File: src/rtl/seg7_display_ctrl.sv
// Multi-digit 7-segment display controller: periodic/forced sampling, hex or double-dabble decimal.
// Optional leading-zero blanking when SEG7_LZ_BLANK_EN is defined.
module seg7_display_ctrl #(
    parameter int NUM_DIGITS   = 6,
    parameter int DATA_W       = 24,
    parameter int REFRESH_LOG2 = 23
) (
    input  logic                    clk,
    input  logic                    rst,
    input  logic [DATA_W-1:0]       value,
    input  logic                    mode_dec,
    input  logic                    hold,
    input  logic                    force_update,
    output logic [7*NUM_DIGITS-1:0] seg,
    output logic                    busy,
    output logic                    overflow,
    output logic                    update_tick
);

    localparam int DIG_W = 4 * NUM_DIGITS;
    localparam int EXT_W = (DATA_W > DIG_W) ? DATA_W : DIG_W;
    localparam int CNT_W = $clog2(DATA_W + 1);

    localparam logic [6:0] SEG_DASH  = 7'b0111111;
    localparam logic [6:0] SEG_BLANK = 7'b1111111;

    typedef enum logic [1:0] {
        S_IDLE,
        S_HEX_LOAD,
        S_DEC_SHIFT,
        S_DEC_LOAD
    } state_t;

    state_t                  r_state;
    logic [REFRESH_LOG2-1:0] r_refresh;
    logic [DATA_W-1:0]       r_shreg;
    logic [DIG_W-1:0]        r_bcd;
    logic [CNT_W-1:0]        r_bit_cnt;
    logic                    r_ovf_pend;
    logic [DIG_W-1:0]        r_digits;
    logic                    r_dash;
    logic                    r_busy;
    logic                    r_overflow;
    logic                    r_update_tick;

    logic                    w_request;
    logic [EXT_W-1:0]        w_hex_ext;
    logic                    w_hex_ovf;
    logic [DIG_W-1:0]        w_bcd_adj;
    logic [7*NUM_DIGITS-1:0] w_seg;
`ifdef SEG7_LZ_BLANK_EN
    logic                    w_lead_zero;
`endif

    function automatic logic [6:0] f_glyph(input logic [3:0] nib);
        logic [6:0] pat;
        case (nib)
            4'h0:    pat = 7'b1000000;
            4'h1:    pat = 7'b1111001;
            4'h2:    pat = 7'b0100100;
            4'h3:    pat = 7'b0110000;
            4'h4:    pat = 7'b0011001;
            4'h5:    pat = 7'b0010010;
            4'h6:    pat = 7'b0000010;
            4'h7:    pat = 7'b1111000;
            4'h8:    pat = 7'b0000000;
            4'h9:    pat = 7'b0010000;
            4'hA:    pat = 7'b0001000;
            4'hB:    pat = 7'b0000011;
            4'hC:    pat = 7'b1000110;
            4'hD:    pat = 7'b0100001;
            4'hE:    pat = 7'b0000110;
            default: pat = 7'b0001110;
        endcase
        return pat;
    endfunction

    always_ff @(posedge clk or posedge rst) begin
        if (rst) begin
            r_refresh <= '0;
        end else begin
            r_refresh <= r_refresh + 1'b1;
        end
    end

    // force_update bypasses hold; requests outside IDLE are simply lost
    assign w_request = ((r_refresh == '0) && !hold) || force_update;

    assign w_hex_ext = EXT_W'(r_shreg);
    assign w_hex_ovf = |(w_hex_ext >> DIG_W);

    always_comb begin
        w_bcd_adj = r_bcd;
        for (int i = 0; i < NUM_DIGITS; i++) begin
            if (r_bcd[4*i +: 4] >= 4'd5) begin
                w_bcd_adj[4*i +: 4] = r_bcd[4*i +: 4] + 4'd3;
            end
        end
    end

    always_ff @(posedge clk or posedge rst) begin
        if (rst) begin
            r_state       <= S_IDLE;
            r_shreg       <= '0;
            r_bcd         <= '0;
            r_bit_cnt     <= '0;
            r_ovf_pend    <= 1'b0;
            r_digits      <= {NUM_DIGITS{4'hF}};
            r_dash        <= 1'b0;
            r_busy        <= 1'b0;
            r_overflow    <= 1'b0;
            r_update_tick <= 1'b0;
        end else begin
            r_update_tick <= 1'b0;
            case (r_state)
                S_IDLE: begin
                    if (w_request) begin
                        r_shreg <= value;
                        r_busy  <= 1'b1;
                        if (mode_dec) begin
                            r_bcd      <= '0;
                            r_bit_cnt  <= CNT_W'(DATA_W);
                            r_ovf_pend <= 1'b0;
                            r_state    <= S_DEC_SHIFT;
                        end else begin
                            r_state <= S_HEX_LOAD;
                        end
                    end
                end
                S_HEX_LOAD: begin
                    r_digits      <= w_hex_ext[DIG_W-1:0];
                    r_dash        <= w_hex_ovf;
                    r_overflow    <= w_hex_ovf;
                    r_update_tick <= 1'b1;
                    r_busy        <= 1'b0;
                    r_state       <= S_IDLE;
                end
                S_DEC_SHIFT: begin
                    // a 1 leaving the top BCD nibble means the value needs more digits
                    r_bcd      <= {w_bcd_adj[DIG_W-2:0], r_shreg[DATA_W-1]};
                    r_shreg    <= r_shreg << 1;
                    r_ovf_pend <= r_ovf_pend | w_bcd_adj[DIG_W-1];
                    r_bit_cnt  <= r_bit_cnt - 1'b1;
                    if (r_bit_cnt == CNT_W'(1)) begin
                        r_state <= S_DEC_LOAD;
                    end
                end
                S_DEC_LOAD: begin
                    r_digits      <= r_bcd;
                    r_dash        <= r_ovf_pend;
                    r_overflow    <= r_ovf_pend;
                    r_update_tick <= 1'b1;
                    r_busy        <= 1'b0;
                    r_state       <= S_IDLE;
                end
                default: begin
                    r_busy  <= 1'b0;
                    r_state <= S_IDLE;
                end
            endcase
        end
    end

    always_comb begin
        w_seg = '0;
`ifdef SEG7_LZ_BLANK_EN
        w_lead_zero = 1'b1;
`endif
        for (int i = NUM_DIGITS - 1; i >= 0; i--) begin
            w_seg[7*i +: 7] = r_dash ? SEG_DASH : f_glyph(r_digits[4*i +: 4]);
`ifdef SEG7_LZ_BLANK_EN
            if (!r_dash && (i != 0) && w_lead_zero && (r_digits[4*i +: 4] == 4'h0)) begin
                w_seg[7*i +: 7] = SEG_BLANK;
            end
            if (r_digits[4*i +: 4] != 4'h0) begin
                w_lead_zero = 1'b0;
            end
`endif
        end
    end

    assign seg         = w_seg;
    assign busy        = r_busy;
    assign overflow    = r_overflow;
    assign update_tick = r_update_tick;

endmodule

File: config.mk
export PLATFORM = sky130hd
export DESIGN_NAME = seg7_display_ctrl
export DESIGN_NICKNAME = d
export VERILOG_FILES = /design/src/rtl/seg7_display_ctrl.sv
export SDC_FILE = /design/constraint.sdc
export NUM_CORES = 1
export LEC_CHECK = 0
export CORE_ASPECT_RATIO = 1.75
export CORE_MARGIN = 4
export CORE_UTILIZATION = 52
export DETAILED_ROUTE_END_ITERATION = 10
export PLACE_DENSITY = 0.78
export SKIP_LAST_GASP = 1
export SYNTH_ARGS = -nofsm -noshare
export SYNTH_HDL_FRONTEND = slang
export SYNTH_SLANG_ARGS = --single-unit
export TNS_END_PERCENT = 5
File: constraint.sdc
create_clock -name clk -period 3.7 [get_ports clk]
set_input_delay 0.74 -clock clk [delete_from_list [all_inputs] [get_ports clk]]
set_output_delay 0.74 -clock clk [all_outputs]
set_load 0.02 [all_outputs]
==> metrics.txt, run 1 <==
Die ar. between 10000 and 15000 sq um; commonest non-fill, non-tap cell in the layout dfrtp_1; CP max-delay cell clkdlybuf4s50_1; total power about 7.6 mW; Yosys warning count 0; Power per Cell Area a little under 1000 nW/um^2; Async S/R FF share, synth between 90% and 100%; LEAKAGE approximately 3.6 nW; # IOs 74; DR iter-0 viols about 400; status completed; Ant. Diodes 0; Post-CTS Hold Fix Bufs 0; RSZ-0062 raised after global routing false; Synth Area in Simple Gates between 10% and 20%; crit-path max cell delay 0.64 ns; Mapped Area 6610 sq um; worst-margin pin slew ~1.0 ns; post-cts gate resize count 0; GPL Wtd Cong approximately 0.90; # rows 54; min Tclk post-route 3.11 ns; Min-Delay Path Class reg2reg; core area roughly 12000 sq um; xor and xnor area share after synthesis about 3.8%; Root Buffer clkbuf_16; pin count of the biggest net entering global routing 61; PortBufs 73; Die H between 150 and 200 um; CP Launch Type flop; DRC Markers 0; CTS sink count 106; Worst Setup End Kind primary output; Clk pin slew, worst setup/hold paths 0.07 ns; Top Layer Used met4; routed length on met1 6090 um; Die X 93.2 um; Post-CTS Setup Inserts 0; area delta synth->final 17.1%; critical path peak fanout 6; VDD IR-drop max slightly below 0.4 mV; Final Instance Area 7740 sq um; Adder-Cell Fraction of Synth Area roughly 10%; hold depth 1; total CTS buffers 9; Nets ~830; CTS H-tree depth 3; synthesized flop and latch total approximately 110; Top FF cell, synth dfrtp_1; WL/cell between 15 and 20 um; WS Path Type reg2out; Fmax 321 MHz; initial antenna violation count 0; Final period util 84.1%; Post-synth EDFFs 0; vias in the first global route roughly 5500; Clock Skew between 0.009 and 0.01 ns; metal2 WL between 8000 and 9000 um; HPWL after detailed placement 11100 um; CTS tree done; Net Count, Synth 780; Worst EP arrival roughly 2.4 ns; Seq/Total Area, Yosys approximately two fifths; final WL about 15000 um; mux cell area share after synthesis about 4.4%; setup_tns 0 ns; Worst Reg-to-Reg Cells 7; drt pass-1 iters 5; Pins Over Slew Limit 0; Total Routing Usage GR between 20% and 30%; max_slew headroom between 30% and 40%; Routed Antenna Nets 0; compound-gate portion of the synthesized area between 20 and 25%; dpl cell area about 7500 sq um; Final setup viols 0; share of layout cells above drive strength 1 about 8%; final hold violation count 0; vias per cell slightly below 6; Initial Utilization between 50% and 60%; Max Cap Viol 0; first-pass GRT wire length about 26000 um; largest family of logic cells by synthesized area compound AO/OA/AOI/OAI gates; clk buf depth 2; GR Overflow Total 0; crit path cell chain inv_1 -> ha_1 -> nand2b_1 -> a21boi_0 -> o21ai_0 -> clkdlybuf4s50_1; Clock Latency Late Sink roughly 0.35 ns; Critical Path RT slightly below 3 ns; Cell variety after synth between 40 and 50; most frequent cells in the layout dfrtp_1 (81), clkdlybuf4s50_1 (73), a21oi_1 (59); fillers approximately 1100; Vias 5385; length of routed met3 wiring approximately 500 um; Avg Synthesized Cell Area approximately 9.5 sq um; Post-Synthesis Cells 699
[metal layers]
layer / GRT usage (%) / vias up
met4: 9.22 / 0
met2: 39.2 / 130
met5: 0 / -
met1: 26.0 / 2640
li1: - / 2584
met3: 3.30 / 31
[power breakdown]
group / switching, mW / internal [mW]
Combinational: 2.34 / 2.02
Sequential: 0.621 / 1.68
Clock: 0.436 / 0.482
[flip-flops by register name, indices dropped and copies added, names as in the netlist]
register     flops
r_refresh       23
r_bcd           24
overflow         1
r_bit_cnt        5
update_tick      1
r_shreg         24
busy             1
r_ovf_pend       1
r_digits        24
r_state          2
[metrics by stage]
stage / hold slack [ns] / utilization (%) / cells / setup WS [ns]
after floorplan: 0.459 / - / 699 / 0.211
after global placement: 0.478 / 59.9 / 907 / 1.01
after detailed placement: 0.483 / 59.9 / 907 / 0.950
after CTS: 0.496 / 62.2 / 923 / 0.565
after global routing: 0.517 / 62.2 / 923 / 0.354
final: 0.493 / 62.2 / 923 / 0.588
[path summary, 6_finish.rpt]
kind                          startpoint       endpoint  slack (ns)
min in group asynchronous            rst      r_bcd[18]        0.84
max in group asynchronous            rst    r_digits[4]        2.08
max                          r_digits[0]         seg[1]        0.59
max reg2reg                   r_state[0]   r_bit_cnt[3]        1.26
min                        r_refresh[22]  r_refresh[22]        0.49
min reg2reg                r_refresh[22]  r_refresh[22]        0.49
[logic make-up after synthesis]
family / Yosys count
AO/OA/AOI/OAI: 196
XOR/XNOR: 29
adder cells (fa/ha/maj): 52
buffers and inverters: 86
flip-flops: 106
multiplexers: 29
AND/OR/NAND/NOR: 201
[cell usage after synthesis (2+ instances only)]
| library cell | count | share of area, % |
|---|---|---|
| nand3_1 | 24 | 1.8 |
| a21boi_0 | 6 | 0.68 |
| o22ai_1 | 12 | 1.1 |
| a21oi_1 | 59 | 4.5 |
| clkbuf_1 | 28 | 1.6 |
| and3_1 | 7 | 0.66 |
| a22o_1 | 6 | 0.79 |
| ha_1 | 52 | 9.8 |
| o211ai_1 | 12 | 1.4 |
| a221o_1 | 30 | 4.5 |
| a31oi_1 | 6 | 0.57 |
| inv_1 | 45 | 2.6 |
| o311ai_0 | 12 | 1.6 |
| nor4_2 | 2 | 0.38 |
| o21ai_0 | 41 | 3.1 |
| nor3b_1 | 5 | 0.57 |
| nor2b_1 | 15 | 1.4 |
| xnor2_1 | 22 | 2.9 |
| nand2_1 | 21 | 1.2 |
| and2_1 | 30 | 2.8 |
| buf_6 | 2 | 0.34 |
| dfrtp_1 | 82 | 31 |
| nand2b_1 | 20 | 1.9 |
| nand4_1 | 3 | 0.28 |
| nor3_1 | 8 | 0.61 |
| mux2i_1 | 29 | 4.4 |
| nor4_1 | 2 | 0.19 |
| nor2_1 | 58 | 3.3 |
| xor2_1 | 7 | 0.93 |
| buf_2 | 6 | 0.45 |
| dfstp_2 | 24 | 9.5 |
| buf_1 | 4 | 0.23 |
| a2bb2oi_1 | 6 | 0.79 |
[worst max-delay path, delay by kind of cell, from the launching register on]
family | cells | cell delay (ns)
AOI/OAI and AO/OA | 2 | 0.32
adders and majority gates | 1 | 0.29
buffers and inverters | 2 | 0.75
DFF | 1 | 0.58
and+or+nand+nor | 1 | 0.07
[area by class of cell]
type	count	area [sq um]	area share, %
clock buffers	10	239	3.09
flip-flops and latches	106	2680	34.7
multi-input cells	507	3590	46.3
well taps	168	210	2.72
inverters	46	175	2.26
repair buffers	80	796	10.3
clock inverters	6	48.8	0.631
Power figures use the tool's default switching activity.
==> run 2, diff against run 1 <==
clock period = 2.6 ns   (was 3.7 ns; I/O delays follow)
==> metrics.txt, run 2 (synthesis results as in run 1) <==
Nets 834 (was 831); CP Launch Type flop (unchanged); Core Util, Final 62.8% (was 62.2%); Final period util 109%; worst-margin pin slew 0.573 ns (was 0.998 ns); PortBufs 73 (unchanged); final hold violation count 0 (unchanged); pin count of the biggest net entering global routing 107 (was 61); Worst EP arrival 2.31 ns (was 2.37 ns); commonest non-fill, non-tap cell in the layout dfrtp_1 (unchanged); Critical Path RT 2.08 ns (was 2.96 ns); drt pass-1 iters 4 (was 5); Min-Delay Path Class reg2reg (unchanged); max_slew headroom 61.8% (was 33.5%); Clk pin slew, worst setup/hold paths 0.07 ns (about the same); GPL Wtd Cong 0.909 (was 0.899); Max Cap Viol 0 (unchanged); CTS tree done (unchanged); crit-path max cell delay 0.59 ns (was 0.64 ns); placed insts 909 (was 907); DR iter-0 viols 313 (was 406); Die ar. 14700 sq um (unchanged); GR Overflow Total 0 (unchanged); Cell Count, Final, Fillers Out 925 (was 923); Post-CTS Hold Fix Bufs 0 (unchanged); HPWL after detailed placement 11000 um (was 11100 um); worst hold margin 0.490 ns (was 0.493 ns); Ant. Diodes 0 (unchanged); vias in the first global route 5414 (was 5538); most frequent cells in the layout dfrtp_1 (81), clkdlybuf4s50_1 (63), a21oi_1 (59) (was dfrtp_1 (81), clkdlybuf4s50_1 (73), a21oi_1 (59)); Root Buffer clkbuf_16 (unchanged); met3 usage 2.92% (was 3.30%); met1 Resource Use GR 24.7% (was 26.0%); WS Path Type reg2out (unchanged); initial antenna violation count 0 (unchanged); Die X 93.2 um (unchanged); Pins Over Slew Limit 0 (unchanged); Clock Skew 0.00981 ns (was 0.00926 ns); Worst Setup End Kind primary output (unchanged); Clock Latency Late Sink 0.35 ns (about the same); WL/cell 16.1 um (was 16.6 um); CP delay by family, top buffers and inverters (unchanged); clk buf depth 2 (unchanged); Final WS setup -0.230 ns (was 0.588 ns); crit path cell chain inv_1 -> ha_1 -> and2_1 -> o21ai_0 -> o311ai_0 -> clkdlybuf4s50_1 (was inv_1 -> ha_1 -> nand2b_1 -> a21boi_0 -> o21ai_0 -> clkdlybuf4s50_1); final WL 14900 um (was 15300 um); first-pass GRT wire length 25400 um (was 26200 um); status finished with violations (was completed); LEAKAGE 3.65 nW (was 3.56 nW); share of layout cells above drive strength 1 8.19% (was 7.81%); GR peak layer met2 (unchanged); # IOs 74 (unchanged); Regs by FF count r_bcd: 24 flops, r_digits: 24 flops, r_shreg: 24 flops (unchanged); min Tclk post-route about 2.8 ns; Total Routing Usage GR 21.2% (was 22.0%); Routed Antenna Nets 0 (unchanged); Final setup viols 33 (was 0); core area 12400 sq um (unchanged); total CTS buffers 9 (unchanged); CP max-delay cell dfstp_2 (was clkdlybuf4s50_1); Fmax 353 MHz; Die H 157 um (unchanged); CTS H-tree depth 3 (unchanged); DRC Markers 0 (unchanged); failing checks negative setup slack; VDD IR-drop max 0.499 mV (was 0.391 mV); Vias 5331 (was 5385); area delta synth->final 18.2% (was 17.1%); vias per cell 5.76 (was 5.83); Initial Utilization 53.2% (unchanged); critical path peak fanout 6 (unchanged); Crit path buffers/inverters 2 (unchanged); Power per Cell Area 1390 nW/um^2 (was 980 nW/um^2); CTS sink count 106 (unchanged); global-route met2 utilization 38.6% (was 39.2%); RSZ-0062 raised after global routing true (was false); # rows 54 (unchanged)
run 2: changes by cell type in the layout (fill, tap and decap cells not counted), sizes merged:
cell / before / now
dlygate4sd2: 0 / 2
bufinv: 0 / 2
buf: 7 / 11
clkinv: 3 / 2
dlymetal6s2s: 0 / 7
inv: 47 / 46
clkdlybuf4s50: 73 / 63
clkbuf: 10 / 9
run 2: per-layer routing:
layer	up-vias	routed length [um]
li1	2591	-
met1	2600	6000
met2	110	8040
met3	30	469
met4	0	393
met5	-	0
run 2: timing repair:
item | 4_1_cts | 5_1_grt
endpoints found under the setup margin | 42 | 42
buffers inserted | 0 | 1
gates resized for setup | 2 | 11
pin swaps | 0 | 0
run 2: worst register-to-register path: cells and delay by family, from the launching register on:
family / cells / cell delay [ns]
AOI/OAI and AO/OA: 3 / 0.88
adders and majority gates: 1 / 0.15
buffers and inverters: 1 / 0.09
DFF: 1 / 0.41
and+or+nand+nor: 2 / 0.47
run 2: where the power goes:
group          total [mW]  leakage (nW)  internal (mW)  switching (mW)
clock network        1.45         0.152          0.844           0.605
logic                6.22          2.20           2.86            3.36
registers            3.23          1.30           2.40           0.834
run 2: through the flow:
step           setup WS [ns]  TNS, ns  power [mW]  instance area, sq um
3_5_place_dp          0.0471        0        9.50                  7480
3_3_place_gp           0.149        0        9.17                  7480
5_1_grt               -0.350    -9.38        11.8                  7810
2_1_floorplan          0.346        0        7.30                  6620
6_report              -0.230    -4.76        10.9                  7810
4_1_cts               -0.271    -7.26        11.0                  7790
run 2: layout make-up:
type	count	area, sq um
fillers	1047	4620
multi-input cells	507	3590
inverters	46	176
repair buffers	83	841
clock inverters	6	90.1
well taps	168	210
flip-flops and latches	106	2680
clock buffers	9	225
run 2: path summary, 6_finish.rpt:
| kind | startpoint | endpoint | slack (ns) | cells after the start |
|---|---|---|---|---|
| min in group asynchronous | rst | r_shreg[18] | 0.63 | 3 |
| max in group asynchronous | rst | r_refresh[7] | 1.48 | 3 |
| hold / removal | r_refresh[8] | r_refresh[8] | 0.49 | 1 |
| setup / recovery | r_digits[9] | seg[19] | -0.23 | 6 |
| hold reg to reg | r_refresh[8] | r_refresh[8] | 0.49 | 1 |
| setup reg to reg | r_refresh[0] | r_shreg[9] | 0.50 | 7 |
